## src/rtl/cnn_downsampling_avg_02.sv

```systemverilog
// rtl/cnn_downsampling_avg_02.sv - 4x4 stride-4 signed average pooling over a channel-major pixel stream
module cnn_downsampling_avg_02 #(
   parameter int IMAGE_WIDTH  = 64,
   parameter int IMAGE_HEIGHT = 64,
   parameter int CHANNEL_NUM  = 7,
   parameter int DATA_WIDTH   = 32
) (
   input  logic                  clk,
   input  logic                  reset,
   input  logic                  valid_in,
   input  logic [DATA_WIDTH-1:0] pxl_in,
   output logic [DATA_WIDTH-1:0] pxl_out,
   output logic                  valid_out,
   output logic                  frame_done
);

   // One accumulator per horizontal block; 4 guard bits hold the sum of 16 pixels.
   localparam int BLK_N = IMAGE_WIDTH / 4;
   localparam int BX_W  = (BLK_N > 1) ? $clog2(BLK_N) : 1;
   // Column counter is sized so its upper bits are exactly the block index.
   localparam int COL_W = BX_W + 2;
   localparam int ROW_W = $clog2(IMAGE_HEIGHT);
   localparam int CH_W  = (CHANNEL_NUM > 1) ? $clog2(CHANNEL_NUM) : 1;
   localparam int ACC_W = DATA_WIDTH + 4;

   logic [COL_W-1:0]        col;
   logic [ROW_W-1:0]        row;
   logic [CH_W-1:0]         chan;
   logic [BX_W-1:0]         bx;
   logic                    col_last;
   logic                    row_last;
   logic                    chan_last;
   logic                    blk_start;
   logic                    blk_end;
   logic signed [ACC_W-1:0] acc [BLK_N];
   logic signed [ACC_W-1:0] pxl_ext;
   logic signed [ACC_W-1:0] acc_sum;

   assign bx        = col[COL_W-1:2];
   assign col_last  = (col == COL_W'(IMAGE_WIDTH - 1));
   assign row_last  = (row == ROW_W'(IMAGE_HEIGHT - 1));
   assign chan_last = (chan == CH_W'(CHANNEL_NUM - 1));
   assign blk_start = (col[1:0] == 2'd0) && (row[1:0] == 2'd0);
   assign blk_end   = (col[1:0] == 2'd3) && (row[1:0] == 2'd3);
   assign pxl_ext   = {{4{pxl_in[DATA_WIDTH-1]}}, pxl_in};
   assign acc_sum   = acc[bx] + pxl_ext;

   // Position counters: col, then row, then channel; only accepted pixels advance them.
   always_ff @(posedge clk) begin
      if (reset) begin
         col  <= '0;
         row  <= '0;
         chan <= '0;
      end else if (valid_in) begin
         if (col_last) begin
            col <= '0;
            if (row_last) begin
               row  <= '0;
               chan <= chan_last ? '0 : chan + 1'b1;
            end else begin
               row <= row + 1'b1;
            end
         end else begin
            col <= col + 1'b1;
         end
      end
   end

   // Block accumulators: first pixel of a block overwrites, the rest add; no reset needed.
   always_ff @(posedge clk) begin
      if (!reset && valid_in) begin
         acc[bx] <= blk_start ? pxl_ext : acc_sum;
      end
   end

   // Output register: on the 16th pixel emit sum/16; dropping the low 4 bits of the
   // signed sum is the arithmetic shift, i.e. floor toward negative infinity.
   always_ff @(posedge clk) begin
      if (reset) begin
         valid_out  <= 1'b0;
         frame_done <= 1'b0;
         pxl_out    <= '0;
      end else begin
         valid_out  <= valid_in && blk_end;
         frame_done <= valid_in && blk_end && col_last && row_last && chan_last;
         if (valid_in && blk_end) begin
            pxl_out <= acc_sum[ACC_W-1:4];
         end
      end
   end

endmodule

```

## config.mk

```make
export PLATFORM = sky130hd
export DESIGN_NAME = cnn_downsampling_avg_02
export DESIGN_NICKNAME = d
export VERILOG_FILES = /design/src/rtl/cnn_downsampling_avg_02.sv
export SDC_FILE = /design/constraint.sdc
export NUM_CORES = 1
export LEC_CHECK = 0
export ABC_AREA = 1
export CAP_MARGIN = 10
export CORE_UTILIZATION = 53
export DETAILED_ROUTE_END_ITERATION = 8
export PLACE_DENSITY = 0.81
export SLEW_MARGIN = 0
export SYNTH_ARGS = -nofsm -noshare
export SYNTH_HDL_FRONTEND = slang
export SYNTH_SLANG_ARGS = --single-unit
```

## constraint.sdc

```tcl
create_clock -name clk -period 3.8 [get_ports clk]
set_input_delay 0.76 -clock clk [delete_from_list [all_inputs] [get_ports clk]]
set_output_delay 0.76 -clock clk [all_outputs]
set_load 0.1 [all_outputs]
```

==> results of run 1 <==
[cell type report]
| type | count | area, um2 | share of cell area |
|---|---|---|---|
| clock inverters | 22 | 180 | 0.00570 |
| well taps | 672 | 841 | 0.0266 |
| repair buffers | 186 | 2190 | 0.0694 |
| flip-flops and latches | 629 | 18400 | 0.581 |
| multi-input cells | 1500 | 7890 | 0.250 |
| inverters | 149 | 569 | 0.0180 |
| clock buffers | 83 | 1560 | 0.0495 |
[cell usage in the layout, fill, tap and decap left out, drive strengths merged]
| cell | instances |
|---|---|
| a2111oi | 1 |
| o21bai | 14 |
| nor2 | 374 |
| fa | 1 |
| o211ai | 39 |
| dfxtp | 53 |
| a21oi | 46 |
| o221ai | 108 |
| clkinvlp | 2 |
| xnor2 | 7 |
| nor3 | 12 |
| nand3 | 113 |
| and2 | 2 |
| ha | 39 |
| inv | 146 |
| clkdlybuf4s50 | 68 |
| nand2 | 348 |
| buf | 115 |
| clkbuf | 86 |
| clkinv | 20 |
| o21a | 19 |
| o22ai | 33 |
| nand4 | 4 |
| a31oi | 6 |
| xor2 | 9 |
| o21ai | 323 |
| nand3b | 1 |
| a31o | 1 |
| bufinv | 3 |
| edfxtp | 576 |
[report_power, final]
group | internal (W) | switching, W | total, W
clock network | 0.00304 | 0.00243 | 0.00547
registers | 0.00790 | 0.0000122 | 0.00791
logic | 0.000503 | 0.00112 | 0.00162
[registers in the layout, indices dropped and copies added (netlist names), named ones only]
signal	count
col	6
row	6
chan	3
valid_out	1
frame_done	1
pxl_out	32
acc	576
[final timing paths]
path                                           start               endpoint  slack, ps  cells past startpoint
worst max register to register              register  acc[12][33]$_DFFE_PP_         70                     20
worst min register to register  chan[2]$_SDFFE_PP0P_   chan[2]$_SDFFE_PP0P_        450                      2
worst max-delay path                        register  acc[12][33]$_DFFE_PP_         70                     20
worst min-delay path            chan[2]$_SDFFE_PP0P_   chan[2]$_SDFFE_PP0P_        450                      2
[kinds of logic after synthesis]
logic type | Yosys count | share of synthesized area
simple gates | 854 | 0.126
flops | 629 | 0.675
compound gates | 590 | 0.132
buf+inv | 282 | 0.0428
fa+ha+maj | 40 | 0.0187
xor+xnor | 16 | 0.00515
[per-layer routing]
| layer | wire length [um] | up-vias | track usage |
|---|---|---|---|
| met3 | 7920 | 244 | 0.0423 |
| li1 | - | 8917 | - |
| met5 | 0 | - | 0 |
| met1 | 27500 | 9572 | 0.363 |
| met2 | 37100 | 1316 | 0.472 |
| met4 | 3280 | 0 | 0.132 |
[metrics by stage]
step / instances / power, W / setup TNS (ps)
2_1_floorplan: 2411 / 0.00897 / 0
3_3_place_gp: 3130 / 0.00958 / 0
3_5_place_dp: 3130 / 0.00962 / -228
4_1_cts: 3235 / 0.0150 / 0
5_1_grt: 3241 / 0.0154 / -12.4
6_report: 3241 / 0.0150 / 0
[worst max-delay path: cells and delay by family (launching register included)]
| kind | cells | cell delay, ps |
|---|---|---|
| fa+ha+maj | 1 | 340 |
| simple gates | 10 | 930 |
| buf+inv | 5 | 1010 |
| compound gates | 4 | 780 |
| flops | 1 | 380 |
[what timing repair did]
action / in CTS / in global routing
buffers inserted: 0 / 3
setup endpoints to repair: 16 / 272
gates cloned: 0 / 3
gates resized for setup: 1 / 35
==> summary.md, run 1 <==
| Metric | Value |
|---|---|
| Gate Count Post-Synth | `2,411` |
| Total GRT Usage | `0.282` |
| Hold Violations, Final | `0` |
| Initial antenna violation count | `0` |
| Skew-Pair Late Insertion Delay | `620 ps` |
| Final hold slack | `451 ps` |
| Die area | `52,200 um2` |
| Worst-case clock buffer depth | `3` |
| # IOs | `69` |
| Leading area contributor after synthesis | `edfxtp_1` |
| CTS tree | `done` |
| Final WL | `75,800 um` |
| DR vias/cell | `6.19` |
| Total number of vias | `20,000` |
| Pwr/cell area | `475 nW/um2` |
| Routability Congestion | `0.967` |
| Slew margin rel. | `0.323` |
| Syn nets | `2,486` |
| Die H | `229 um` |
| Initial drt markers | `2,824` |
| Final Util | `0.627` |
| Max-slew violation count | `0` |
| Final Skew | `23.3 ps` |
| MaxCap Viol Count | `0` |
| Placed inst area | `29,600 um2` |
| Final setup margin | `66.3 ps` |
| N_diodes | `0` |
| Grt total ovfl | `0` |
| CTS Sinks | `629` |
| Tcrit/Tclk final | `0.983` |
| Syn Std Cell Area | `27,200 um2` |
| Global-route wire length before repair | `111,000 um` |
| Fill count | `3,660` |
| Crit path cell chain | `inv_8 -> buf_4 -> buf_16 -> buf_4 -> nor2_1 -> o221ai_1 -> o211ai_1 -> nand2_1 -> ha_2 -> a21oi_1 -> nor2_1 -> nor2_1 -> nand2_1 -> a21oi_1 -> nand2_1 -> nand2_1 -> nand2_1 -> nand2_1 -> nand2_1 -> buf_12` |
| DRC | `0` |
| Post-synth EDFFs | `576` |
| Top post-synthesis cells by count | `576 x edfxtp_1, 371 x nor2_1, 345 x nand2_1` |
| FP Rows | `82` |
| CP most frequent cell | `nand2_1` |
| Design Area, Final | `31,600 um2` |
| Synth warn | `0` |
| Peak supply drop | `0.675 mV` |
| IO buf count | `68` |
| Lkg Pwr | `11.3 nW` |
| CORE AREA | `50,400 um2` |
| Post-route ant nets | `0` |
| Drt pass-1 iters | `8` |
| Clock Pin Slew Worst Setup and Hold Paths | `60 ps` |
| Share of cells above drive strength 1 | `0.0981` |
| Layout net count | `2,598` |
| Largest net degree at the start of global routing | `95` |
| Yosys reg bits | `629` |
| Pre-CTS WS | `-14.4 ps` |
| Share of the synthesized area in the top cell type | `0.636` |
| Crit-path slowest cell | `dfxtp_4` |
| Kind of end point of the critical path | `register` |
| Area delta synth->final | `16.2%` |
| Crit path DAT | `4090 ps` |
| Worst hold path type | `register to register` |
| DR WL/cell | `23.4 um` |
| Async set-reset flop share out of synthesis | `0` |
| Htree depth | `2` |
| Post-synthesis sequential area ratio | `0.675` |
| Maximum clock frequency | `268 MHz` |
| Dominant cells by area after synthesis | `edfxtp_1 64%, o21ai_0 5.8%, nor2_1 5.1%` |
| Vias in the first global route | `19,200` |
| Main flop type after synthesis | `edfxtp_1` |
| Outcome | `complete, no violations` |
| Critical path fanouts, max | `33` |
| CP Class | `register to register` |
| CTS hold repair buffers | `0` |
| Initial Utilization | `0.540` |
| CP peak stage delay | `380 ps` |
| TritonCTS Buffers | `57` |
| Die width | `229 um` |
| Count leader, synth | `edfxtp_1` |
| Min Clock Period, post-route | `3730 ps` |
| Root Buffer | `clkbuf_16` |
| Worst-Margin Slew | `1010 ps` |
| Final setup viols | `0` |
| Distinct cell type count after synthesis | `39` |
| Mapped Avg Cell Area | `11.3 um2` |
| Worst Path Required | `4160 ps` |
| Dpl hpwl | `43,900 um` |
| Startpoint Class | `register` |
Note: power is estimated with default switching activity, not from simulation.
==> run 2: changes to the inputs <==
--- a/config.mk
+++ b/config.mk
@@ -9,7 +9,7 @@
 export CAP_MARGIN = 10
 export CORE_UTILIZATION = 53
 export DETAILED_ROUTE_END_ITERATION = 8
-export PLACE_DENSITY = 0.81
+export PLACE_DENSITY = 0.78
 export SLEW_MARGIN = 0
 export SYNTH_ARGS = -nofsm -noshare
 export SYNTH_HDL_FRONTEND = slang
==> constraint.sdc (replaced) <==
create_clock -name clk -period 4.4 [get_ports clk]
set_input_delay 0.88 -clock clk [delete_from_list [all_inputs] [get_ports clk]]
set_output_delay 0.88 -clock clk [all_outputs]
set_load 0.1 [all_outputs]
==> run 2 against run 1 <==
Effect of this change: non-clock buffer count shrank 57; die area unchanged; fmax down 10%; sequential cell count is the same; wire length decreased by 2.4%; sequential power is 14% lower; power shrank 14%; global-route usage shrank 0.078 points; design area fell by 2.6%; combinational power is 22% lower.
==> summary.md, run 2 (synthesis results as in run 1) <==
| Metric | Value |
|---|---|
| RR Endpoint | `acc[3][28]$_DFFE_PP_ (was acc[12][33]$_DFFE_PP_)` |
| Worst-case clock buffer depth | `3 (unchanged)` |
| Vias in the first global route | `19,000 (was 19,200)` |
| Total number of vias | `19,500 (was 20,000)` |
| CTS tree | `done (unchanged)` |
| Final Util | `0.611 (was 0.627)` |
| Min Clock Period, post-route | `4170 ps (was 3730 ps)` |
| Largest net degree at the start of global routing | `119 (was 95)` |
| Register area | `18,400 um2 (unchanged)` |
| Initial drt markers | `2,227 (was 2,824)` |
| Dpl hpwl | `43,000 um (was 43,900 um)` |
| Post-route ant nets | `0 (unchanged)` |
| Die H | `229 um (unchanged)` |
| Final Skew | `22.0 ps (was 23.3 ps)` |
| Critical path fanouts, max | `75 (was 33)` |
| CTS Sinks | `629 (unchanged)` |
| Worst-Margin Slew | `1090 ps (was 1010 ps)` |
| CP Class | `register to register (unchanged)` |
| Grt total ovfl | `0 (unchanged)` |
| DR vias/cell | `6.13 (was 6.19)` |
| MaxCap Viol Count | `0 (unchanged)` |
| Htree depth | `2 (unchanged)` |
| Worst hold path type | `register to register (unchanged)` |
| RSZ-0062 raised after global routing | `false` |
| CP top delay family | `buffers and inverters (unchanged)` |
| Skew-Pair Late Insertion Delay | `640 ps (was 620 ps)` |
| CP most frequent cell | `nand2_1 (unchanged)` |
| CP peak stage delay | `440 ps (was 380 ps)` |
| Area delta synth->final | `13.2% (was 16.2%)` |
| Pwr/cell area | `421 nW/um2 (was 475 nW/um2)` |
| Design Area, Final | `30,800 um2 (was 31,600 um2)` |
| Reg2Reg Depth | `18 (was 20)` |
| Top flop regs | `acc x576, pxl_out x32 (unchanged)` |
| Root Buffer | `clkbuf_16 (unchanged)` |
| Placed inst area | `28,900 um2 (was 29,600 um2)` |
| Worst Hold Path EP | `row[5]$_SDFFE_PP0P_ (was chan[2]$_SDFFE_PP0P_)` |
| Global-route wire length before repair | `111,000 um (about the same)` |
| Share of cells above drive strength 1 | `0.0705 (was 0.0981)` |
| Register name with the most flops | `acc (unchanged)` |
| Clock Pin Slew Worst Setup and Hold Paths | `60 ps (about the same)` |
| Final WL | `73,900 um (was 75,800 um)` |
| Max-slew violation count | `0 (unchanged)` |
| Routability Congestion | `0.970 (was 0.967)` |
| Die area | `52,200 um2 (unchanged)` |
| Die width | `229 um (unchanged)` |
| WP buf/inv | `4 (was 5)` |
| Outcome | `complete, no violations (unchanged)` |
| Maximum clock frequency | `240 MHz (was 268 MHz)` |
| Layout net count | `2,541 (was 2,598)` |
| Area of the multi-input gates | `7810 um2 (was 7890 um2)` |
| IO buf count | `68 (unchanged)` |
| Fill count | `3,805 (was 3,660)` |
| Commonest non-fill, non-tap cell in the layout | `edfxtp_1 (unchanged)` |
| Crit path cell chain | `inv_6 -> buf_16 -> buf_12 -> buf_4 -> o21ai_0 -> o221ai_1 -> nand3_1 -> nand2_1 -> ha_1 -> a21oi_1 -> o21ai_0 -> o21bai_1 -> nor2_1 -> nand2_1 -> nand2_1 -> nand2_1 -> nand2_1 -> nand2_1 (was inv_8 -> buf_4 -> buf_16 -> buf_4 -> nor2_1 -> o221ai_1 -> o211ai_1 -> nand2_1 -> ha_2 -> a21oi_1 -> nor2_1 -> nor2_1 -> nand2_1 -> a21oi_1 -> nand2_1 -> nand2_1 -> nand2_1 -> nand2_1 -> nand2_1 -> buf_12)` |
| # IOs | `69 (unchanged)` |
| CORE AREA | `50,400 um2 (unchanged)` |
| Initial antenna violation count | `1 (was 0)` |
| Post-CTS Setup Bufs | `0 (unchanged)` |
| R2R Setup Slk | `230 ps (was 70 ps)` |
| DR WL/cell | `23.2 um (was 23.4 um)` |
| Slew margin rel. | `0.268 (was 0.323)` |
| Crit path DAT | `4430 ps (was 4090 ps)` |
| Lkg Pwr | `10.9 nW (was 11.3 nW)` |
| Largest register FFs | `576 (unchanged)` |
| DRC | `0 (unchanged)` |
| FP Rows | `82 (unchanged)` |
| Initial Utilization | `0.540 (unchanged)` |
| Drt pass-1 iters | `6 (was 8)` |
| Tcrit/Tclk final | `0.947 (was 0.983)` |
| Most frequent cells in the layout | `576 x edfxtp_1, 354 x nor2_1, 341 x nand2_1 (was 576 x edfxtp_1, 351 x nor2_1, 332 x nand2_1)` |
| Crit-path slowest cell | `dfxtp_4 (unchanged)` |
| Startpoint Class | `register (unchanged)` |
| Hold Violations, Final | `0 (unchanged)` |
| Total GRT Usage | `0.281 (was 0.282)` |
| Pre-CTS WS | `281 ps (was -14.4 ps)` |
| Kind of end point of the critical path | `register (unchanged)` |
| Fin Setup TNS | `0 ps (unchanged)` |
| Hold Crit Depth | `1 (was 2)` |
| Worst Path Required | `4670 ps (was 4160 ps)` |
| Power after layout | `0.0130 W (was 0.0150 W)` |
| Final setup margin | `234 ps (was 66.3 ps)` |
| Peak supply drop | `0.396 mV (was 0.675 mV)` |
| Final setup viols | `0 (unchanged)` |
| TritonCTS Buffers | `57 (unchanged)` |
| Hold Startpoint | `row[5]$_SDFFE_PP0P_ (was chan[2]$_SDFFE_PP0P_)` |
==> run 2: cell count changes in the layout (fill, tap and decap cells not counted), sizes merged <==
cell	delta
buf	-54
bufinv	+2
clkinvlp	-1
diode	+1
clkinv	+8
clkbuf	-12
==> run 2: layout make-up <==
class / instances / share of cell area
well taps: 672 / 0.0273
repair buffers: 129 / 0.0447
multi-input cells: 1500 / 0.254
clock inverters: 31 / 0.00984
inverters: 149 / 0.0184
flip-flops and latches: 629 / 0.597
diodes: 1 / 0.0000813
clock buffers: 74 / 0.0491
==> run 2: how the worst max path moves through the flow <==
stage,from,end,slack (ps),cells after the start
2_1_floorplan,register,acc[0][8]$_DFFE_PP_,890,17
3_3_place_gp,register,acc[6][33]$_DFFE_PP_,380,19
4_1_cts,register,acc[11][35]$_DFFE_PP_,270,17
3_5_place_dp,register,acc[7][30]$_DFFE_PP_,280,17
5_1_grt,register,acc[15][32]$_DFFE_PP_,10,19
6_report,register,acc[3][28]$_DFFE_PP_,230,18
==> run 2: routing by layer <==
| layer | up-vias | routed length, um | GRT usage |
|---|---|---|---|
| met5 | - | 0 | 0 |
| met4 | 0 | 3190 | 0.130 |
| met3 | 200 | 6240 | 0.0389 |
| met2 | 1030 | 35700 | 0.465 |
| met1 | 9511 | 28800 | 0.369 |
| li1 | 8790 | - | - |
==> run 2: power by group <==
| group | total, W | internal (W) | switching [W] |
|---|---|---|---|
| sequential | 0.00684 | 0.00683 | 0.0000113 |
| combinational | 0.00127 | 0.000331 | 0.000935 |
| clock | 0.00485 | 0.00272 | 0.00213 |
==> run 2: worst register-to-register path, delay by kind of cell (launching register included) <==
family          cells  cell delay [ps]
flops               1              440
fa+ha+maj           1              290
compound gates      5             1000
buf+inv             4             1120
simple gates        8              960
==> run 2: timing repair <==
action / in CTS / in global routing
endpoints found under the setup margin: 0 / 128
resized for setup: 0 / 6
hold buffers: 0 / 0
==> run 2: per-stage QoR <==
step / cells / hold WS [ps]
after floorplan: 2411 / 422
after global placement: 3079 / 432
after detailed placement: 3079 / 456
after CTS: 3184 / 465
after global routing: 3185 / 474
final: 3185 / 461
